## src/rtl/mem_arbiter.sv

```systemverilog
// mem_arbiter: shares one memory port between instruction fetch and the
// load/store path. Data has priority; a streak counter bounds how many data
// grants may pass a waiting fetch. A flush drops the in-flight fetch response.
module mem_arbiter #(
  parameter int unsigned MAX_D_STREAK = 4
) (
  input  logic        clk,
  input  logic        rst,
  input  logic        flush,

  input  logic [31:0] imem_addr,
  input  logic [3:0]  imem_rmask,
  output logic [31:0] imem_rdata,
  output logic        imem_resp,

  input  logic [31:0] dmem_addr,
  input  logic [3:0]  dmem_rmask,
  input  logic [3:0]  dmem_wmask,
  input  logic [31:0] dmem_wdata,
  output logic [31:0] dmem_rdata,
  output logic        dmem_resp,

  output logic [31:0] mem_addr,
  output logic [3:0]  mem_rmask,
  output logic [3:0]  mem_wmask,
  output logic [31:0] mem_wdata,
  input  logic [31:0] mem_rdata,
  input  logic        mem_resp
);

  typedef enum logic [1:0] {
    IDLE   = 2'd0,
    I_BUSY = 2'd1,
    D_BUSY = 2'd2
  } state_e;

  localparam logic [3:0] STREAK_MAX = 4'(MAX_D_STREAK);

  state_e      state_q, state_d;
  logic [3:0]  d_streak_q, d_streak_d;
  logic        drop_q, drop_d;
  logic [31:0] mem_addr_q, mem_addr_d;
  logic [3:0]  mem_rmask_q, mem_rmask_d;
  logic [3:0]  mem_wmask_q, mem_wmask_d;
  logic [31:0] mem_wdata_q, mem_wdata_d;

  logic i_req, d_req, streak_full, grant_i, grant_d;

  // Arbitration: data wins unless fetch has already waited out a full streak.
  always_comb begin
    i_req       = (imem_rmask != '0);
    d_req       = ((dmem_rmask | dmem_wmask) != '0);
    streak_full = (d_streak_q == STREAK_MAX);
    grant_d     = (state_q == IDLE) && d_req && !(i_req && streak_full);
    grant_i     = (state_q == IDLE) && i_req && !grant_d;
  end

  // Next-state, memory-port and streak/drop bookkeeping.
  always_comb begin
    state_d     = state_q;
    d_streak_d  = d_streak_q;
    drop_d      = drop_q;
    mem_addr_d  = mem_addr_q;
    mem_rmask_d = mem_rmask_q;
    mem_wmask_d = mem_wmask_q;
    mem_wdata_d = mem_wdata_q;

    case (state_q)
      IDLE: begin
        if (grant_d) begin
          state_d     = D_BUSY;
          mem_addr_d  = dmem_addr;
          mem_rmask_d = dmem_rmask;
          mem_wmask_d = dmem_wmask;
          mem_wdata_d = dmem_wdata;
          if (i_req) begin
            d_streak_d = streak_full ? STREAK_MAX : d_streak_q + 4'd1;
          end else begin
            d_streak_d = '0;
          end
        end else if (grant_i) begin
          state_d     = I_BUSY;
          mem_addr_d  = imem_addr;
          mem_rmask_d = imem_rmask;
          mem_wmask_d = '0;
          mem_wdata_d = '0;
          d_streak_d  = '0;
        end
      end
      I_BUSY: begin
        if (mem_resp) begin
          state_d     = IDLE;
          mem_rmask_d = '0;
          mem_wmask_d = '0;
          drop_d      = 1'b0;
        end else if (flush) begin
          drop_d = 1'b1;
        end
      end
      D_BUSY: begin
        if (mem_resp) begin
          state_d     = IDLE;
          mem_rmask_d = '0;
          mem_wmask_d = '0;
        end
      end
      default: begin
        state_d = IDLE;
      end
    endcase
  end

  // State and registered memory-port outputs.
  always_ff @(posedge clk or negedge rst) begin
    if (!rst) begin
      state_q     <= IDLE;
      d_streak_q  <= '0;
      drop_q      <= 1'b0;
      mem_addr_q  <= '0;
      mem_rmask_q <= '0;
      mem_wmask_q <= '0;
      mem_wdata_q <= '0;
    end else begin
      state_q     <= state_d;
      d_streak_q  <= d_streak_d;
      drop_q      <= drop_d;
      mem_addr_q  <= mem_addr_d;
      mem_rmask_q <= mem_rmask_d;
      mem_wmask_q <= mem_wmask_d;
      mem_wdata_q <= mem_wdata_d;
    end
  end

  // Responses are combinational from mem_resp; a flush coinciding with the
  // fetch response suppresses it just like a flush seen earlier.
  always_comb begin
    dmem_resp  = (state_q == D_BUSY) && mem_resp;
    imem_resp  = (state_q == I_BUSY) && mem_resp && !drop_q && !flush;
    imem_rdata = mem_rdata;
    dmem_rdata = mem_rdata;
    mem_addr   = mem_addr_q;
    mem_rmask  = mem_rmask_q;
    mem_wmask  = mem_wmask_q;
    mem_wdata  = mem_wdata_q;
  end

endmodule
```

## config.mk

```make
export PLATFORM = sky130hd
export DESIGN_NAME = mem_arbiter
export DESIGN_NICKNAME = d
export VERILOG_FILES = /design/src/rtl/mem_arbiter.sv
export SDC_FILE = /design/constraint.sdc
export NUM_CORES = 1
export LEC_CHECK = 0
export CAP_MARGIN = 20
export CORE_ASPECT_RATIO = 1.25
export CORE_MARGIN = 5
export CORE_UTILIZATION = 36
export CTS_BUF_LIST = sky130_fd_sc_hd__clkbuf_8
export DETAILED_ROUTE_END_ITERATION = 10
export GPL_ROUTABILITY_DRIVEN = 0
export PLACE_DENSITY = 0.83
export SLEW_MARGIN = 20
export SYNTH_ARGS = -nofsm -noshare
export SYNTH_HDL_FRONTEND = slang
export SYNTH_SLANG_ARGS = --single-unit
export TNS_END_PERCENT = 10
```

## constraint.sdc

```tcl
create_clock -name clk -period 2.65 [get_ports clk]
set_clock_uncertainty 0.15 [all_clocks]
set_input_delay 0.3975 -clock clk [delete_from_list [all_inputs] [get_ports clk]]
set_output_delay 0.3975 -clock clk [all_outputs]
set_load 0.02 [all_outputs]
```

=== Word level (Yosys, flattened, before mapping) ===
Cells that the tools add are included.

* Word-level logic and storage cells: 58
* Output and inout bits: 138
* Flip-flop bits (word level): 79

* Mux-type cells: 20
* Add/subtract/negate cells: 1
* Reductions and logical operators: 24
* Bitwise gates (word level): 1
* Eq/ne operators: 5

{| class="wikitable"
|+ Operators by type and width
! kind !! count
|-
| two-way mux 32 bit || 4
|-
| two-way mux 4 bit || 8
|-
| one-hot mux 4 bit (2 select lines) || 2
|-
| logical AND 1 bit || 9
|-
| nonzero test 4 bit || 2
|-
| two-way mux 2 bit || 3
|-
| AND reduction 2 bit || 3
|-
| nonzero test 2 bit || 3
|-
| adder 4 x 1 -> 4 bit (second input constant) || 1
|-
| equality test 4 x 3 -> 1 bit (second input constant) || 1
|-
| logical NOT 1 bit || 4
|-
| bitwise OR 4 bit || 1
|-
| one-hot mux 2 bit (2 select lines) || 1
|-
| inequality test 3 bit (second input constant) || 1
|-
| AND reduction 3 bit || 1
|-
| equality test 2 x 1 -> 1 bit (second input constant) || 1
|-
| equality test 2 bit (second input constant) || 1
|-
| logical NOT 2 bit || 1
|-
| two-way mux 1 bit || 2
|-
| inequality test 2 x 1 -> 1 bit (second input constant) || 1
|-
| OR reduction 2 bit || 1
|}

=== Longest topological paths before layout ===
* Word-level depth: 9
* Gate-level depth with buffers: 8
* Depth with buffers taken out: 6

=== Least setup slack after synthesis ===
No wires, ideal clock.

* Kind: input port to flip-flop
* Start point: input dmem_wmask[3]
* End point: register mem_wdata_q[10], in the netlist mem_wdata[10]
* Library setup time: 0.121 ns
* Path slack: 0.547 ns
* Cell stages on the path: 6
* Data required time: 2.379 ns
* Buffers on the path: 3
* Arrival time: 1.832 ns
* Cell sequence: or4_1 buf_2 o221a_4 buf_6 buf_6 a22o_1

* Cells in the longest elaborated chain, start to end: 8
* Elaborated cells between the ends (all ways): 9
* Those cells by class: mux (1); bitwise (1); reduce/logical (7)

{| class="wikitable"
|+ Ends and longest elaborated chain
! element !! RTL line !! RTL
|-
| from (decl) || 18 || <nowiki>input logic [3:0] dmem_wmask,</nowiki>
|-
| bitwise OR 4 bit (*) || 52 || <nowiki>d_req = ((dmem_rmask | dmem_wmask) != '0);</nowiki>
|-
| nonzero test 4 bit (*) || 52 ||
|-
| logical AND 1 bit (*) (2 in series) || 54 || <nowiki>grant_d = (state_q == IDLE) && d_req && !(i_req && streak_full);</nowiki>
|-
| logical NOT 1 bit || 55 || <nowiki>grant_i = (state_q == IDLE) && i_req && !grant_d;</nowiki>
|-
| logical AND 1 bit || 55 ||
|-
| nonzero test 2 bit (no source line) || n/a ||
|-
| AND reduction 2 bit (no source line) || n/a ||
|-
| to (signal assigned) || 130 || <nowiki>mem_wdata_q <= mem_wdata_d;</nowiki>
|-
| to (decl) || 45 || <nowiki>logic [31:0] mem_wdata_q, mem_wdata_d;</nowiki>
|}

Mark *: on every way between the ends. The rest lies on a longest branch, timed or not.
A chain may end at the register's enable or synchronous reset.

=== Worst setup path after layout ===
* Start point: register state_q[1]
* End point: output imem_resp

* Cells in the longest elaborated chain, start to end: 4

{| class="wikitable"
|+ Ends and longest elaborated chain
! element !! RTL line !! RTL
|-
| from (decl) || 39 || <nowiki>state_e state_q, state_d;</nowiki>
|-
| from (signal assigned) || 124 || <nowiki>state_q <= state_d;</nowiki>
|-
| equality test 2 x 1 -> 1 bit || 138 || <nowiki>imem_resp = (state_q == I_BUSY) && mem_resp && !drop_q && !flush;</nowiki>
|-
| logical AND 1 bit (3 in series) || 138 ||
|-
| to (decl) || 14 || <nowiki>output logic imem_resp,</nowiki>
|}

Every way passes these cells.

==> impl_metrics.tcl <==
set metrics [dict create \
    status "complete, no violations" \
    finalSetupViolCount 0 \
    reg2reg_slack_ns 0.57 \
    first_global_vias 3673 \
    via_per_inst 5.216 \
    io_pins 282 \
    overflow 0 \
    num_rows 42 \
    drive_above_1_share_pct 5.653 \
    r2r_start "state_q[1]" \
    finalCritPeriodShare_pct 93.44 \
    cellPowerDensity_nw_per_um2 1317 \
    tightest_slew_ns 0.7048 \
    syn_inst 392 \
    vdd_drop_max_v 0.0006273 \
    rsz0062_at_grt "false" \
    hold_depth 1 \
    wire_per_inst_um 18.07 \
    final_core_util_pct 53.41 \
    drv_slew 0 \
    clockBufferDepth 2 \
    hp-class "reg2reg" \
    dpl_worst_slack_ns -0.03758 \
    cap_viol_max_count 0 \
    hold_start "mem_wdata[0]" \
    ant_nets 0 \
    cp.required_ns 2.10 \
    crit_family "buffers and inverters" \
    crit_path_top_delay_cell "clkdlybuf4s50_1" \
    clock-sinks 79 \
    start_util_pct 36.85 \
    finalWirelength_mm 11.65 \
    hold_ws_ns 0.3511 \
    netlist_area_sq_um 3911 \
    synth_seq_cells 79 \
    dr_total_vias 3364 \
    maxSlewHeadroom_pct 53.01 \
    postCtsSetupRepairBufs 0 \
    grt_pass1_wl_mm 18.42 \
    cts-root-buf "clkbuf_8" \
    timing.critical_path.buf_inv 2 \
    power_leakage_nw 2.386 \
    yosysWarningCount 0 \
    whs_endpoint "mem_wdata[0]" \
    drc_errors 0 \
    synth_nets 541 \
    die_h_um 126.5 \
    fin_ws_ns 0.1739 \
    yosysUniqueCellTypes 33 \
    layout.nets 657 \
    period_minus_slack_ns 2.476 \
    worstSkewPairLatency_ns 0.35 \
    dr.pass1.iters 4 \
    startpoint_type "flop" \
    max_freq_ghz 0.4039 \
    die-area_sq_um 13060 \
    yosysSeqAreaShare_pct 50.54 \
    die_w_um 103.2 \
    clkTransAtPathRegs_ns 0.08 \
    area_growth_pct 44.95 \
    end_kind "primary output" \
    drtIter0Drc 181 \
    path_class "reg2out" \
    hold_viol_final 0 \
    io_buffers 185 \
    core_area_sq_um 10620 \
    worstPathArrival_ns 1.93 \
    cts_buffers 9 \
    grt_max_degree 80 \
    cts_tree "done" \
    max_stage_delay_ns 0.65 \
    htree_levels 3 \
    reg2reg_depth 5 \
    path_cells "inv_1, ha_1, nand2_1, nor3_1, clkdlybuf4s50_1" \
    antenna_cells 0 \
    grt_usage_pct 18.00 \
    antenna_found_initial 1 \
    dp_hpwl_mm 8.505 \
    reg2reg_to "d_streak_q[3]" \
    crit_fanout 3 \
    syn_avg_cell_area_sq_um 9.978 \
]
[metrics by stage]
step	power, W	instances	setup TNS [ns]	cell area (sq um)
after floorplan	0.004763	392	0	3911
after global placement	0.006362	628	0	5441
after detailed placement	0.006510	628	-0.05251	5441
after CTS	0.007535	644	0	5655
after global routing	0.007980	645	0	5669
final	0.007467	645	0	5669
[timing repair]
| action | 4_1_cts | 5_1_grt |
|---|---|---|
| endpoints found under the hold margin | 0 | 75 |
| hold buffers | 0 | 1 |
| resized for setup | 0 | 0 |
[synthesized netlist by cell type]
master     count  area [sq um]
nand3b_1       1         7.510
buf_2         11         55.05
dfrtp_1       79          1977
a21oi_1       69         345.3
o22ai_1        1         6.260
o31ai_4        1         21.27
a31oi_1        1         6.260
a311o_1        1         10.01
nand2_1       34         127.6
o31a_1         1         8.760
nor4_2         1         12.51
ha_1           5         62.56
o211ai_1       1         7.510
nand4_1        1         6.260
o221a_4        1         20.02
o221ai_1       1         8.760
o21a_1         1         7.510
buf_6          3         33.78
and2_1         1         6.260
or4_1          4         30.03
nor2b_1        1         6.260
clkbuf_1       7         26.28
a311oi_1       1         8.760
nand3_1        5         25.02
nor2_1        38         142.6
nand2b_1       1         6.260
a22oi_1        4         30.03
o2bb2ai_1      4         35.03
buf_4         70         525.5
nor3_1         1         5.000
o21ai_1        2         10.01
a22o_1        36         315.3
inv_1          4         15.01
[worst register-to-register path: stages, from the launching register on]
cell and delay (ns):
dfrtp_1 0.40, inv_1 0.10, ha_1 0.47, o221ai_2 0.29, or4_1 0.52, nand3_1 0.09
[per-layer routing]
metal  global-route usage, %  routed length, um  up-vias
li1                        -                  -     1529
met1                   19.94               4169     1623
met2                   31.05               6015      148
met3                   5.821               1029       62
met4                   7.698                425        2
met5                       0                 13        -
[flip-flops by register name, summed over array words and instances (netlist names)]
register / count
state_q: 2
mem_wmask: 4
d_streak_q: 4
mem_addr: 32
mem_rmask: 4
drop_q: 1
mem_wdata: 32
[cell usage in the layout, fill, tap and decap left out]
cell type,Yosys,routed
clkdlybuf4s50_1,0,184
dfrtp_1,79,79
a21oi_1,69,69
nor2_1,38,38
a22o_1,36,36
nand2_1,34,34
clkbuf_8,0,9
inv_1,4,6
buf_12,0,6
nand3_1,5,5
ha_1,5,5
or4_1,4,4
a22oi_1,4,4
o2bb2ai_1,4,4
buf_4,70,4
o21ai_1,2,2
bufinv_16,0,2
clkinv_4,0,2
and2_1,1,1
nor3_1,1,1
nor4_2,1,1
nand3b_1,1,1
o221a_4,1,1
o31ai_4,1,1
o221ai_2,0,1
o31a_1,1,1
nor2b_1,1,1
a31oi_1,1,1
o22ai_1,1,1
nand4_1,1,1
a311o_1,1,1
nand2b_1,1,1
o21a_1,1,1
o211ai_1,1,1
a311oi_1,1,1
clkinv_2,0,1
dlygate4sd3_1,0,1
buf_6,3,1
[cell families (layout without fill, tap and decap cells)]
group / count (synthesis) / count (layout) / share of synthesized area (%)
AOI/OAI and AO/OA: 125 / 125 / 21.50
buffers and inverters: 95 / 216 / 16.76
and+or+nand+nor: 88 / 88 / 9.597
DFF: 79 / 79 / 50.54
adders and majority gates: 5 / 5 / 1.599
[report_power, final]
group / switching [W] / internal, W / leakage (nW) / total, W
sequential: 0.000333 / 0.00181 / 0.948 / 0.00214
clock: 0.000456 / 0.000526 / 0.116 / 0.000982
combinational: 0.00232 / 0.00203 / 1.32 / 0.00434
total: 0.00310 / 0.00436 / 2.39 / 0.00747
[worst max-delay path by stage]
stage               slack [ns]             to  cells past startpoint           from
floorplan                 0.55  mem_wdata[10]                      6  dmem_wmask[3]
finish                    0.17      imem_resp                      5     state_q[1]
CTS                       0.16      imem_resp                      5     state_q[1]
global route              0.01      imem_resp                      5     state_q[1]
detailed placement       -0.04   mem_addr[14]                      6  dmem_wmask[3]
global placement          0.04    mem_addr[5]                      6  dmem_wmask[3]
[cell type report]
| cell class | count | area, sq um |
|---|---|---|
| fillers | 928 | 4946 |
| repair buffers | 196 | 2013 |
| flip-flops and latches | 79 | 1977 |
| multi-input cells | 218 | 1285 |
| well taps | 132 | 165.2 |
| clock buffers | 9 | 123.9 |
| clock inverters | 7 | 90.09 |
| inverters | 4 | 15.01 |
(Power assumes the default switching activity.)
